--- src/rtl/hazard_control_unit.sv ---
// hazard_control_unit: load-use stall, redirect flush and memory-wait hold control for the RISC-V pipeline
module hazard_control_unit #(
    parameter int NBits_Cnt = 16
) (
    input  logic                 clk,
    input  logic                 reset,
    input  logic [4:0]           ID_Rs1_i,
    input  logic [4:0]           ID_Rs2_i,
    input  logic                 ID_Uses_Rs1_i,
    input  logic                 ID_Uses_Rs2_i,
    input  logic                 ID_MemRead_i,
    input  logic [4:0]           ID_Rd_i,
    input  logic                 EX_Redirect_i,
    input  logic                 Mem_Busy_i,
    input  logic                 Count_Clear_i,
    output logic                 Bubble_Sel_o,
    output logic                 PC_Write_o,
    output logic                 IF_ID_Write_o,
    output logic                 IF_ID_Flush_o,
    output logic                 Pipe_Hold_o,
    output logic [NBits_Cnt-1:0] Stall_Cnt_o,
    output logic [NBits_Cnt-1:0] Flush_Cnt_o
);
    typedef enum logic {RUN, REDIRECT_PEND} state_t;
    localparam logic [NBits_Cnt-1:0] ONE = 1;
    state_t               r_state;
    logic                 r_ex_memread;
    logic [4:0]           r_ex_rd;
    logic [NBits_Cnt-1:0] r_stall_cnt;
    logic [NBits_Cnt-1:0] r_flush_cnt;
    logic                 w_load_use;
    logic                 w_redirect;
    logic                 w_stall;
    assign w_load_use = r_ex_memread && r_ex_rd != 5'd0 &&
                        ((ID_Uses_Rs1_i && ID_Rs1_i == r_ex_rd) || (ID_Uses_Rs2_i && ID_Rs2_i == r_ex_rd));
    // A pending redirect fires on the first non-busy cycle whatever EX shows then
    assign w_redirect = !Mem_Busy_i && (r_state == REDIRECT_PEND || EX_Redirect_i);
    assign w_stall    = !Mem_Busy_i && r_state == RUN && !EX_Redirect_i && w_load_use;
    assign Bubble_Sel_o  = reset || w_redirect || w_stall;
    assign IF_ID_Flush_o = reset || w_redirect;
    assign PC_Write_o    = !reset && !Mem_Busy_i && !w_stall;
    assign IF_ID_Write_o = PC_Write_o;
    assign Pipe_Hold_o   = !reset && Mem_Busy_i;
    assign Stall_Cnt_o   = r_stall_cnt;
    assign Flush_Cnt_o   = r_flush_cnt;
    always_ff @(posedge clk or posedge reset) begin
        if (reset) begin
            r_state      <= RUN;
            r_ex_memread <= 1'b0;
            r_ex_rd      <= 5'd0;
            r_stall_cnt  <= '0;
            r_flush_cnt  <= '0;
        end else begin
            r_state <= Mem_Busy_i ? ((r_state == RUN && EX_Redirect_i) ? REDIRECT_PEND : r_state) : RUN;
            if (!Mem_Busy_i) begin
                r_ex_memread <= ID_MemRead_i && !Bubble_Sel_o;
                r_ex_rd      <= Bubble_Sel_o ? 5'd0 : ID_Rd_i;
            end
            r_stall_cnt <= Count_Clear_i ? '0 : (w_stall && ~&r_stall_cnt) ? r_stall_cnt + ONE : r_stall_cnt;
            r_flush_cnt <= Count_Clear_i ? '0 : (w_redirect && ~&r_flush_cnt) ? r_flush_cnt + ONE : r_flush_cnt;
        end
    end
endmodule

--- config.mk ---
export PLATFORM = sky130hd
export DESIGN_NAME = hazard_control_unit
export DESIGN_NICKNAME = d
export VERILOG_FILES = /design/src/rtl/hazard_control_unit.sv
export SDC_FILE = /design/constraint.sdc
export NUM_CORES = 1
export LEC_CHECK = 0
export CAP_MARGIN = 20
export CORE_MARGIN = 4
export CORE_UTILIZATION = 44
export CTS_CLUSTER_DIAMETER = 100
export CTS_CLUSTER_SIZE = 16
export DETAILED_ROUTE_END_ITERATION = 8
export PLACE_DENSITY_LB_ADDON = 0.12
export SETUP_SLACK_MARGIN = 0.1
export SKIP_LAST_GASP = 1
export SYNTH_ARGS = -nofsm -noshare
export SYNTH_HDL_FRONTEND = slang
export SYNTH_SLANG_ARGS = --single-unit
export TNS_END_PERCENT = 5
--- constraint.sdc ---
create_clock -name clk -period 2.15 [get_ports clk]
set_input_delay 0.43 -clock clk [delete_from_list [all_inputs] [get_ports clk]]
set_output_delay 0.43 -clock clk [all_outputs]
set_load 0.005 [all_outputs]
# ---- Yosys cells after proc, flatten, opt, wreduce, memory -nomap -nowiden
# Index checks and enable logic that the tools add are counted.
dict set report op_classes {
  n_addsub 2
  n_eq_ne 3
  n_mux 7
  bitwise 1
  n_reduce_logical 31
}
# cell count
set op_table {}
lappend op_table {{16-bit 2-to-1 mux} 4}
lappend op_table {{16-bit by 1-bit adder with 16-bit output, second input constant} 2}
lappend op_table {{16-bit AND reduction} 2}
lappend op_table {{1-bit logical AND} 15}
lappend op_table {{5-bit == test} 2}
lappend op_table {{1-bit logical NOT} 7}
lappend op_table {{5-bit 2-to-1 mux} 1}
lappend op_table {{5-bit nonzero test} 1}
lappend op_table {{1-bit logical OR} 4}
lappend op_table {{2-bit nonzero test} 2}
lappend op_table {{1-bit 2-to-1 mux} 2}
lappend op_table {{2-bit by 1-bit != test with 1-bit output, second input constant} 1}
lappend op_table {{1-bit NOT} 1}
dict set report word_totals {
  reg_bits 39
  inputBits 23
  out_inout_bits 37
  word_cells 49
}

# ---- Logic depth before layout (Yosys ltp)
# Gate-level depths: netlist of run 1.
dict set report logic_depth {
  ltp_word 8
  depth_mapped 8
  depth_no_buf 6
}

# ---- Worst setup path before layout of run 1
# OpenSTA, ideal clock, no wires.
dict set report synth_timing {
  path_type {input to output}
  startpoint {input port reset}
  endpoint {output port Bubble_Sel_o}
  arrival_time_ns 1.862
  t_required_ns 1.720
  path_slack_ns -0.142
  stages 3
  cell_sequence {inv_1 nand2_1 or2_2}
}
dict set report synth_via {
  elab_chain_cells 2
}
# item line
set synth_rtl {}
lappend synth_rtl {{start, declared} 6} ;# input logic reset,
lappend synth_rtl {{1-bit logical OR} -}
lappend synth_rtl {{net IF_ID_Flush_o} 19} ;# output logic IF_ID_Flush_o,
lappend synth_rtl {{1-bit logical OR} 39} ;# assign Bubble_Sel_o = reset || w_redirect || w_stall;
lappend synth_rtl {{end, declared} 16} ;# output logic Bubble_Sel_o,
# The timed path passes the listed nets, and every way through them passes these cells.

# ---- Worst setup path after layout of run 1
dict set report layout_timing {
  startpoint {register r_ex_rd[3]}
  endpoint {output port Bubble_Sel_o}
}
dict set report layout_via {
  elab_chain_cells 6
  word_cells_on_any_way 10
}
# item line
set layout_rtl {}
lappend layout_rtl {{start, declared} 28} ;# logic [4:0] r_ex_rd;
lappend layout_rtl {{start signal, assigned} 57} ;# r_ex_rd <= Bubble_Sel_o ? 5'd0 : ID_Rd_i;
lappend layout_rtl {{5-bit == test} 35} ;# ((ID_Uses_Rs1_i && ID_Rs1_i == r_ex_rd) || (ID_Uses_Rs2_i && ID_Rs2_i == r_ex_rd));
lappend layout_rtl {{1-bit logical AND} 35}
lappend layout_rtl {{1-bit logical OR} 35}
lappend layout_rtl {{1-bit logical AND *} 34} ;# assign w_load_use = r_ex_memread && r_ex_rd != 5'd0 &&
lappend layout_rtl {{1-bit logical AND *} 38} ;# assign w_stall = !Mem_Busy_i && r_state == RUN && !EX_Redirect_i && w_load_use;
lappend layout_rtl {{1-bit logical OR *} 39}
# Every way passes the cells marked *; elsewhere a longest branch is shown, timed or not.

==> impl_results.html, run 1 <==
<table>
<tr><th>Metric</th><th>Value</th></tr>
<tr><th colspan="2">Worst setup path</th></tr>
<tr><td>Cell with the biggest individual delay on the critical path</td><td>sky130_fd_sc_hd__or4_4</td></tr>
<tr><td>Slowest stage delay, CP</td><td>between 0.5 and 0.6 ns</td></tr>
<tr><td>Cells along the critical path</td><td>or4_4, o21ai_4, nor2_4, or2_4, buf_6</td></tr>
<tr><td>Largest fanout of any net on the critical path</td><td>3</td></tr>
<tr><td>Arrival time of the worst setup path</td><td>~1.8 ns</td></tr>
<tr><td>Critical path launch point type</td><td>flip-flop</td></tr>
<tr><td>Kind of end point of the critical path</td><td>output port</td></tr>
<tr><td>WP data required</td><td>approximately 1.7 ns</td></tr>
<tr><td>Startpoint-to-endpoint class of the critical path</td><td>flip-flop to output port</td></tr>
<tr><th colspan="2">Drt</th></tr>
<tr><td>Total wire length after detailed routing</td><td>about 5.9 mm</td></tr>
<tr><td>Vias per Instance</td><td>5.514</td></tr>
<tr><td>Number of detailed-routing iterations run before antenna repair</td><td>4</td></tr>
<tr><td>DRC violations left</td><td>0</td></tr>
<tr><td>Remaining antenna violation count</td><td>0</td></tr>
<tr><td>Average routed wire per standard cell</td><td>14.96 um</td></tr>
<tr><td>Vias</td><td>roughly 2,200</td></tr>
<tr><td>Starting DRC count in detailed routing</td><td>~110</td></tr>
<tr><th colspan="2">Flow run</th></tr>
<tr><td>Maximum Capacitance Violations</td><td>0</td></tr>
<tr><th colspan="2">Place</th></tr>
<tr><td>Count of buffers inserted at the top-level ports</td><td>59</td></tr>
<tr><td>DP Wirelength</td><td>4.246 mm</td></tr>
<tr><td>Final weighted congestion of routability-driven global placement</td><td>between 0.7 and 0.8</td></tr>
<tr><th colspan="2">Floorplan</th></tr>
<tr><td>Core box area</td><td>4848 um2</td></tr>
<tr><td>Boundary pin count</td><td>60</td></tr>
<tr><td>Die area</td><td>roughly 6300 um2</td></tr>
<tr><td>Height of the chip</td><td>79.55 um</td></tr>
<tr><td>Std cell rows</td><td>25</td></tr>
<tr><td>Die boundary width</td><td>~80 um</td></tr>
<tr><td>Effective utilization at floorplan</td><td>46.45%</td></tr>
<tr><th colspan="2">Clocking</th></tr>
<tr><td>Post-CTS clock slew at the launch and capture registers of the worst setup and hold paths</td><td>about 0.07 ns</td></tr>
<tr><td>Clock tree sinks</td><td>39</td></tr>
<tr><td>Number of buffers created by CTS</td><td>5</td></tr>
<tr><td>Clock Path Buffers</td><td>2</td></tr>
<tr><td>Clock root cell</td><td>sky130_fd_sc_hd__clkbuf_8</td></tr>
<tr><td>TritonCTS clock tree</td><td>yes</td></tr>
<tr><td>Number of buffers added to fix hold violations after cts</td><td>0</td></tr>
<tr><td>Clock latency at the later pin of the worst-skew pair</td><td>0.29 ns</td></tr>
<tr><td>Number of H-tree branching levels</td><td>2</td></tr>
<tr><th colspan="2">Logic synthesis</th></tr>
<tr><td>Main combinational cell family by area after synthesis</td><td>simple AND/OR/NAND/NOR gates</td></tr>
<tr><td>Number of nets produced by synthesis</td><td>~260</td></tr>
<tr><td>Distinct cell type count after synthesis</td><td>40</td></tr>
<tr><td>Area fraction in and, or, nand and nor cells after synthesis</td><td>about 28%</td></tr>
<tr><td>Flip-flop cell with the highest count after synthesis</td><td>sky130_fd_sc_hd__dfrtp_1</td></tr>
<tr><td>Post-synthesis share of cell area spent on full adders, half adders and majority gates</td><td>approximately 1.1%</td></tr>
<tr><td>Mux contribution to synthesized area</td><td>around 2.0%</td></tr>
<tr><td>Share of the synthesized netlist area taken by xor and xnor gates</td><td>around 8.6%</td></tr>
<tr><td>Fraction of synthesis flops using an asynchronous set or reset pin</td><td>100.0%</td></tr>
<tr><td>Sequential share of the synthesized area</td><td>43.33%</td></tr>
<tr><td>Number of instances in the synthesized netlist</td><td>around 230</td></tr>
<tr><td>Register bit count reported by yosys</td><td>39</td></tr>
<tr><td>Count of flip-flops with a built-in enable after synthesis</td><td>0</td></tr>
<tr><td>Synthesis Warnings</td><td>0</td></tr>
<tr><td>Compound-cell area share of the yosys netlist</td><td>between 10 and 15%</td></tr>
<tr><td>Synthesized area per cell</td><td>approximately 9.7 um2</td></tr>
<tr><td>Cell area after synthesis</td><td>about 2300 um2</td></tr>
<tr><th colspan="2">STA</th></tr>
<tr><td>Worst max-slew margin expressed relative to the limit</td><td>around 66%</td></tr>
<tr><td>Total count of hold-check failures in the final report</td><td>0</td></tr>
<tr><td>Setup TNS</td><td>-1.037 ns</td></tr>
<tr><td>Max-slew violations</td><td>0</td></tr>
<tr><td>Smallest hold slack</td><td>~0.53 ns</td></tr>
<tr><td>Setup repair after global routing missed its margin</td><td>yes</td></tr>
<tr><td>Shortest period the worst path allows</td><td>between 2 and 2.5 ns</td></tr>
<tr><td>Setup violation total in the final timing report</td><td>19</td></tr>
<tr><td>Slew @ Worst Pin</td><td>between 0.5 and 0.6 ns</td></tr>
<tr><td>Worst setup skew after layout</td><td>0.003228 ns</td></tr>
<tr><td>Post-layout worst setup margin</td><td>-0.09975 ns</td></tr>
<tr><td>Ratio of final minimum period to clock period</td><td>104.6%</td></tr>
<tr><td>Highest achievable clock rate</td><td>between 400 and 500 MHz</td></tr>
<tr><th colspan="2">Status</th></tr>
<tr><td>Violated checks</td><td>setup timing</td></tr>
<tr><td>Result of the run</td><td>complete, but fails checks</td></tr>
<tr><th colspan="2">Power</th></tr>
<tr><td>Worst IR drop on VDD</td><td>0.0002867 V</td></tr>
<tr><td>Power density of the placed cells</td><td>about 450 nW/um2</td></tr>
<tr><td>Pleak</td><td>1.229 nW</td></tr>
<tr><th colspan="2">Global route</th></tr>
<tr><td>Number of antenna violations at the first check in global routing</td><td>0</td></tr>
<tr><td>Wire length of the first global-routing pass</td><td>about 10 mm</td></tr>
<tr><td>Total routing usage reported by global routing</td><td>20.18%</td></tr>
<tr><td>Via count of the first global-routing pass</td><td>roughly 2,200</td></tr>
<tr><td>Final global-route overflow total</td><td>0</td></tr>
<tr><td>Maximum number of pins on one net before global-route repair</td><td>40</td></tr>
<tr><th colspan="2">Final layout</th></tr>
<tr><td>Area growth, synth to finish</td><td>46.44%</td></tr>
<tr><td>Number of diodes added for antenna fixing</td><td>0</td></tr>
<tr><td>Fraction of final layout cells with drive strength greater than 1</td><td>a little over a fifth</td></tr>
<tr><td>Post-layout net count</td><td>351</td></tr>
<tr><th colspan="2">Worst hold path</th></tr>
<tr><td>Hold Crit Class</td><td>input pin to async pin</td></tr>
</table>
-- metrics by stage --
step / setup WS, ns / total power, mW / utilization (%) / instance area (um2) / std cells
finish: -0.09975 / 1.485 / 68.03 / 3298 / 393
global route: -0.1619 / 1.560 / 68.03 / 3298 / 393
CTS: -0.1562 / 1.488 / 67.48 / 3272 / 392
detailed placement: -0.5636 / 0.9707 / 63.87 / 3097 / 378
global placement: -0.5147 / 0.9679 / 63.87 / 3097 / 378
floorplan: 0.04508 / 0.8618 / - / 2256 / 233
-- kinds of logic (layout without fill, tap and decap cells) --
kind of cell,Yosys count,in the layout
muxes,3,3
DFF,39,39
AOI/OAI and AO/OA,47,47
and+or+nand+nor,106,106
buffers and inverters,14,107
xor gates and xnor gates,22,22
adders and majority gates,2,2
-- Yosys cell counts (3+ instances only) --
cell	n	area (um2)
sky130_fd_sc_hd__nand4_1	13	81.33
sky130_fd_sc_hd__o21ai_0	5	25.02
sky130_fd_sc_hd__nand3_1	10	50.05
sky130_fd_sc_hd__xnor2_1	22	192.7
sky130_fd_sc_hd__buf_6	3	33.78
sky130_fd_sc_hd__inv_1	4	15.01
sky130_fd_sc_hd__mux2_4	3	45.04
sky130_fd_sc_hd__dfrtp_1	39	975.9
sky130_fd_sc_hd__a22o_1	6	52.55
sky130_fd_sc_hd__nor2b_1	4	25.02
sky130_fd_sc_hd__a21oi_1	17	85.08
sky130_fd_sc_hd__nand2_1	14	52.55
sky130_fd_sc_hd__or3_1	4	25.02
sky130_fd_sc_hd__clkbuf_1	6	22.52
sky130_fd_sc_hd__nor3_1	9	45.04
sky130_fd_sc_hd__nor2_1	20	75.07
sky130_fd_sc_hd__nor4_1	4	25.02
sky130_fd_sc_hd__o31ai_1	9	67.56
sky130_fd_sc_hd__or4_1	12	90.09
sky130_fd_sc_hd__nor4_2	3	37.54
-- layout by cell type, fill, tap and decap left out, types with 3 or more instances in the layout --
master / instances
sky130_fd_sc_hd__nand3_1: 10
sky130_fd_sc_hd__clkdlybuf4s50_1: 53
sky130_fd_sc_hd__dlygate4sd2_1: 3
sky130_fd_sc_hd__clkbuf_8: 6
sky130_fd_sc_hd__buf_4: 35
sky130_fd_sc_hd__inv_1: 3
sky130_fd_sc_hd__nor4_1: 4
sky130_fd_sc_hd__o31ai_1: 9
sky130_fd_sc_hd__mux2_4: 3
sky130_fd_sc_hd__nand4_1: 13
sky130_fd_sc_hd__or4_1: 11
sky130_fd_sc_hd__or3_1: 4
sky130_fd_sc_hd__dfrtp_1: 39
sky130_fd_sc_hd__nor2b_1: 4
sky130_fd_sc_hd__a21oi_1: 17
sky130_fd_sc_hd__xnor2_1: 22
sky130_fd_sc_hd__o21ai_0: 4
sky130_fd_sc_hd__nor2_1: 19
sky130_fd_sc_hd__a22o_1: 6
sky130_fd_sc_hd__nor3_1: 8
sky130_fd_sc_hd__nor4_2: 3
sky130_fd_sc_hd__nand2_1: 14
-- report_power, final --
part	internal, mW	switching, mW	leakage, nW
clock network	0.252	0.251	0.0470
registers	0.746	0.0120	0.539
logic	0.125	0.0994	0.644
-- path summary, 6_finish.rpt --
path,start,to,slack (ns),cells after the start
worst max-delay path,r_ex_rd[3],Bubble_Sel_o,-0.1,5
worst min-delay path,reset,r_ex_rd[2],0.53,3
worst max register to register,r_ex_rd[4],Stall_Cnt_o[14],-0.05,12
worst min register to register,r_ex_memread,r_ex_memread,0.53,1
max in group asynchronous,reset,Flush_Cnt_o[1],1.27,3
min in group clk,r_ex_memread,r_ex_memread,0.53,1
-- per-layer routing --
layer / wire length [um] / track usage [%] / part of all wire, %
met5: 0 / 0 / 0
met4: 76 / 6.529 / 1.3
met3: 319 / 4.628 / 5.4
met2: 2763 / 32.89 / 47
met1: 2719 / 26.39 / 46
-- worst max-delay path, delay by kind of cell, from the launching register on --
kind	cells	cell delay, ns
AOI/OAI and AO/OA	1	0.17
buffers and inverters	1	0.11
DFF	1	0.38
and+or+nand+nor	3	0.86
-- sequential cells by signal, summed over array words and instances (netlist names) --
| signal | count |
|---|---|
| Stall_Cnt_o | 16 |
| r_state | 1 |
| r_ex_memread | 1 |
| r_ex_rd | 5 |
| Flush_Cnt_o | 16 |
-- cell type report --
type,instances,area [um2]
clock inverters,1,5.005
multi-input cells,180,1260
clock buffers,6,82.58
fillers,407,1550
flip-flops and latches,39,975.9
inverters,4,18.77
repair buffers,96,872.1
well taps,67,83.83
-- repair_timing --
action	4_1_cts	5_1_grt
resized for setup	26	3
pin swaps	6	7
setup endpoints to repair	23	30
buffers inserted	7	1
Note: power is estimated with default switching activity, not from simulation.
==> run 2: changes to the inputs <==
- ABC_AREA: unset -> 1
- CORE_UTILIZATION: 44 -> 46
==> run 2 against run 1 <==
The run now ends clean. Synthesized cell count rose by 65%. Critical path type is now input pin to output port. Non-clock buffer count shrank 19. Highest routed layer unchanged. Combinational power is 4% lower. Clock power grew 30%. Worst setup slack improved by 0.11 ns. Cell count increased by 35%. First-iteration DRC count is 59% higher.
==> impl_results.html, run 2 <==
<table>
<tr><th>Metric</th><th>Value</th></tr>
<tr><th colspan="2">Clocking</th></tr>
<tr><td>TritonCTS clock tree</td><td>yes</td></tr>
<tr><td>Number of H-tree branching levels</td><td>2</td></tr>
<tr><td>Number of buffers added to fix hold violations after cts</td><td>0</td></tr>
<tr><td>Number of buffers created by CTS</td><td>5</td></tr>
<tr><td>Post-CTS clock slew at the launch and capture registers of the worst setup and hold paths</td><td>roughly 0.080 ns</td></tr>
<tr><td>Clock Path Buffers</td><td>2</td></tr>
<tr><td>Clock root cell</td><td>sky130_fd_sc_hd__clkbuf_8</td></tr>
<tr><td>Clock tree sinks</td><td>39</td></tr>
<tr><td>Clock latency at the later pin of the worst-skew pair</td><td>about 0.29 ns</td></tr>
<tr><th colspan="2">Final layout</th></tr>
<tr><td>Area growth, synth to finish</td><td>33.71%</td></tr>
<tr><td>Number of cells in the finished layout apart from fillers</td><td>roughly 530</td></tr>
<tr><td>Number of diodes added for antenna fixing</td><td>0</td></tr>
<tr><td>Non-Filler Cell Area, Final</td><td>roughly 3600 um2</td></tr>
<tr><td>Fraction of final layout cells with drive strength greater than 1</td><td>a little over an eighth</td></tr>
<tr><td>Highest-count cells in the layout ignoring fill and taps</td><td>107 x sky130_fd_sc_hd__nand2_1, 53 x sky130_fd_sc_hd__clkdlybuf4s50_1, 46 x sky130_fd_sc_hd__inv_1</td></tr>
<tr><td>Post-layout net count</td><td>just under 500</td></tr>
<tr><td>Most common cell after layout, fill and taps aside</td><td>sky130_fd_sc_hd__nand2_1</td></tr>
<tr><td>Core Util, Final</td><td>64.38%</td></tr>
<tr><th colspan="2">Logic synthesis</th></tr>
<tr><td>Area fraction in and, or, nand and nor cells after synthesis</td><td>around 43%</td></tr>
<tr><td>Cell area after synthesis</td><td>roughly 2700 um2</td></tr>
<tr><td>Count of flip-flops with a built-in enable after synthesis</td><td>0</td></tr>
<tr><td>Synthesized area per cell</td><td>6.971 um2</td></tr>
<tr><td>Share of the synthesized netlist area taken by xor and xnor gates</td><td>4.895%</td></tr>
<tr><td>Synth area leaders</td><td>sky130_fd_sc_hd__dfrtp_1 36%, sky130_fd_sc_hd__nand2_1 15%, sky130_fd_sc_hd__nand3_1 7.3%</td></tr>
<tr><td>Post-synth top area cell</td><td>sky130_fd_sc_hd__dfrtp_1</td></tr>
<tr><td>Mux contribution to synthesized area</td><td>0%</td></tr>
<tr><td>Number of nets produced by synthesis</td><td>~400</td></tr>
<tr><td>Post-synthesis share of cell area spent on full adders, half adders and majority gates</td><td>0.9324%</td></tr>
<tr><td>Main combinational cell family by area after synthesis</td><td>simple AND/OR/NAND/NOR gates</td></tr>
<tr><td>Share of the synthesized area in the top cell type</td><td>36.36%</td></tr>
<tr><td>Synthesis Warnings</td><td>0</td></tr>
<tr><td>Most numerous cell in the Yosys netlist</td><td>sky130_fd_sc_hd__nand2_1</td></tr>
<tr><td>Fraction of synthesis flops using an asynchronous set or reset pin</td><td>100.0%</td></tr>
<tr><td>Synth top cells by count</td><td>110 x sky130_fd_sc_hd__nand2_1, 46 x sky130_fd_sc_hd__inv_1, 43 x sky130_fd_sc_hd__nor2_1</td></tr>
<tr><td>Flip-flop cell with the highest count after synthesis</td><td>sky130_fd_sc_hd__dfrtp_1</td></tr>
<tr><td>Compound-cell area share of the yosys netlist</td><td>5.455%</td></tr>
<tr><td>Sequential share of the synthesized area</td><td>36.36%</td></tr>
<tr><td>Number of instances in the synthesized netlist</td><td>just under 400</td></tr>
<tr><td>Register bit count reported by yosys</td><td>39</td></tr>
<tr><td>Distinct cell type count after synthesis</td><td>34</td></tr>
<tr><th colspan="2">STA</th></tr>
<tr><td>Post-layout worst setup margin</td><td>0.01195 ns</td></tr>
<tr><td>Ratio of final minimum period to clock period</td><td>99.44%</td></tr>
<tr><td>Setup TNS</td><td>0 ns</td></tr>
<tr><td>Shortest period the worst path allows</td><td>2.138 ns</td></tr>
<tr><td>Slew @ Worst Pin</td><td>about 0.46 ns</td></tr>
<tr><td>Setup repair after global routing missed its margin</td><td>yes</td></tr>
<tr><td>Highest achievable clock rate</td><td>about 470 MHz</td></tr>
<tr><td>Worst max-slew margin expressed relative to the limit</td><td>a little over two thirds</td></tr>
<tr><td>Setup violation total in the final timing report</td><td>0</td></tr>
<tr><td>Max-slew violations</td><td>0</td></tr>
<tr><td>Total count of hold-check failures in the final report</td><td>0</td></tr>
<tr><td>Worst setup skew after layout</td><td>0.006780 ns</td></tr>
<tr><th colspan="2">Global route</th></tr>
<tr><td>Number of antenna violations at the first check in global routing</td><td>0</td></tr>
<tr><td>Maximum number of pins on one net before global-route repair</td><td>42</td></tr>
<tr><td>Total routing usage reported by global routing</td><td>approximately a fifth</td></tr>
<tr><td>Final global-route overflow total</td><td>0</td></tr>
<tr><td>Wire length of the first global-routing pass</td><td>about 13 mm</td></tr>
<tr><td>Via count of the first global-routing pass</td><td>approximately 2,700</td></tr>
<tr><th colspan="2">Power</th></tr>
<tr><td>Worst IR drop on VDD</td><td>roughly 0.00029 V</td></tr>
<tr><td>Power density of the placed cells</td><td>between 400 and 500 nW/um2</td></tr>
<tr><td>Pleak</td><td>between 1.5 and 2 nW</td></tr>
<tr><th colspan="2">Floorplan</th></tr>
<tr><td>Boundary pin count</td><td>60</td></tr>
<tr><td>Die area</td><td>about 7000 um2</td></tr>
<tr><td>Std cell rows</td><td>27</td></tr>
<tr><td>Core box area</td><td>5574 um2</td></tr>
<tr><td>Height of the chip</td><td>84.39 um</td></tr>
<tr><td>Effective utilization at floorplan</td><td>between 40% and 50%</td></tr>
<tr><td>Die boundary width</td><td>~84 um</td></tr>
<tr><th colspan="2">Drt</th></tr>
<tr><td>Routed wl met2</td><td>roughly 3.4 mm</td></tr>
<tr><td>Remaining antenna violation count</td><td>0</td></tr>
<tr><td>Routed met3 length</td><td>between 400 and 500 um</td></tr>
<tr><td>Max layer used</td><td>met4</td></tr>
<tr><td>Vias per Instance</td><td>between 5 and 6</td></tr>
<tr><td>DRC violations left</td><td>0</td></tr>
<tr><td>Number of detailed-routing iterations run before antenna repair</td><td>4</td></tr>
<tr><td>Average routed wire per standard cell</td><td>13.69 um</td></tr>
<tr><td>Starting DRC count in detailed routing</td><td>177</td></tr>
<tr><td>Vias</td><td>2,801</td></tr>
<tr><td>Total wire length after detailed routing</td><td>between 7 and 8 mm</td></tr>
<tr><td>Post-Route M1 WL</td><td>~3.4 mm</td></tr>
<tr><th colspan="2">Worst setup path</th></tr>
<tr><td>Largest fanout of any net on the critical path</td><td>2</td></tr>
<tr><td>WP data required</td><td>between 1.5 and 2 ns</td></tr>
<tr><td>Source of the worst register-to-register timing path</td><td>Flush_Cnt_o[0]</td></tr>
<tr><td>Critical path launch point type</td><td>input pin</td></tr>
<tr><td>Destination of the critical timing path</td><td>PC_Write_o</td></tr>
<tr><td>Startpoint-to-endpoint class of the critical path</td><td>input pin to output port</td></tr>
<tr><td>Kind of end point of the critical path</td><td>output port</td></tr>
<tr><td>Reg2reg path depth</td><td>10</td></tr>
<tr><td>R2R Setup Slk</td><td>approximately 0.27 ns</td></tr>
<tr><td>CP Launch Point</td><td>ID_Rs2_i[4]</td></tr>
<tr><td>Arrival time of the worst setup path</td><td>between 1.5 and 2 ns</td></tr>
<tr><td>Critical register-to-register path endpoint</td><td>Flush_Cnt_o[9]</td></tr>
<tr><th colspan="2">Flow run</th></tr>
<tr><td>Maximum Capacitance Violations</td><td>0</td></tr>
<tr><th colspan="2">Place</th></tr>
<tr><td>Placement Setup Slack</td><td>-0.3462 ns</td></tr>
<tr><td>DP Wirelength</td><td>roughly 5.2 mm</td></tr>
<tr><td>Count of buffers inserted at the top-level ports</td><td>59</td></tr>
<tr><td>Final weighted congestion of routability-driven global placement</td><td>0.8796</td></tr>
<tr><td>Instance area after placement</td><td>3423 um2</td></tr>
<tr><td>Placed cells</td><td>520</td></tr>
<tr><th colspan="2">Worst hold path</th></tr>
<tr><td>Hold depth</td><td>2</td></tr>
<tr><td>Hold Crit Class</td><td>flip-flop to flip-flop</td></tr>
<tr><th colspan="2">Status</th></tr>
<tr><td>Result of the run</td><td>finished, final reports clean</td></tr>
</table>
## run 2: per-layer routing
| layer | vias to the layer above | track usage [%] |
|---|---|---|
| met4 | 0 | 5.180 |
| li1 | 1395 | - |
| met5 | - | 0 |
| met2 | 91 | 34.58 |
| met3 | 12 | 4.122 |
| met1 | 1303 | 28.69 |
## run 2: worst min-delay path by stage
stage	slack, ns	startpoint	endpoint
final	0.55	Flush_Cnt_o[7]	Flush_Cnt_o[7]
after detailed placement	0.54	Flush_Cnt_o[7]	Flush_Cnt_o[7]
after global routing	0.59	r_ex_memread	r_ex_memread
after global placement	0.50	r_ex_memread	r_ex_memread
after CTS	0.56	Flush_Cnt_o[7]	Flush_Cnt_o[7]
after floorplan	0.47	r_ex_memread	r_ex_memread
## run 2: layout make-up
class,instances,area (um2)
Sequential cell,39,975.9
Clock inverter,2,35.03
Fill cell,537,1986
Clock buffer,6,82.58
Multi-Input combinational cell,285,1489
Tap cell,72,90.09
Inverter,50,192.7
Timing Repair Buffer,77,723.2
## run 2: logic make-up after synthesis
kind of cell    count (synthesis)
flops                          39
xor+xnor                       15
buf+inv                        61
simple gates                  246
compound gates                 22
fa+ha+maj                       2
## run 2: timing repair
action	in CTS	in global routing
pin swaps	9	0
gates resized for setup	18	7
setup buffers	3	0
setup endpoints to repair	5	5
## run 2: where the power goes
| part | switching, mW | total [mW] | leakage, nW | internal (mW) |
|---|---|---|---|---|
| clock | 0.277 | 0.653 | 0.0612 | 0.376 |
| sequential | 0.0131 | 0.759 | 0.539 | 0.745 |
| combinational | 0.120 | 0.215 | 1.10 | 0.0953 |
| total | 0.411 | 1.63 | 1.70 | 1.22 |
## run 2: worst max-delay path: stages
cell and delay (ns):
sky130_fd_sc_hd__clkdlybuf4s50_1 0.48, sky130_fd_sc_hd__inv_1 0.04, sky130_fd_sc_hd__nand2_1 0.05, sky130_fd_sc_hd__nand2_1 0.06, sky130_fd_sc_hd__nor2_2 0.11, sky130_fd_sc_hd__nand3_2 0.09, sky130_fd_sc_hd__buf_4 0.15, sky130_fd_sc_hd__a21oi_4 0.13
sky130_fd_sc_hd__nor3_2 0.06, sky130_fd_sc_hd__clkbuf_2 0.11
## run 2: metrics by stage
step                hold WS (ns)  power, mW
global route              0.5920      1.700
CTS                       0.5577      1.633
detailed placement        0.5411     0.9823
finish                    0.5454      1.627
global placement          0.5016     0.9787
floorplan                 0.4725     0.8778
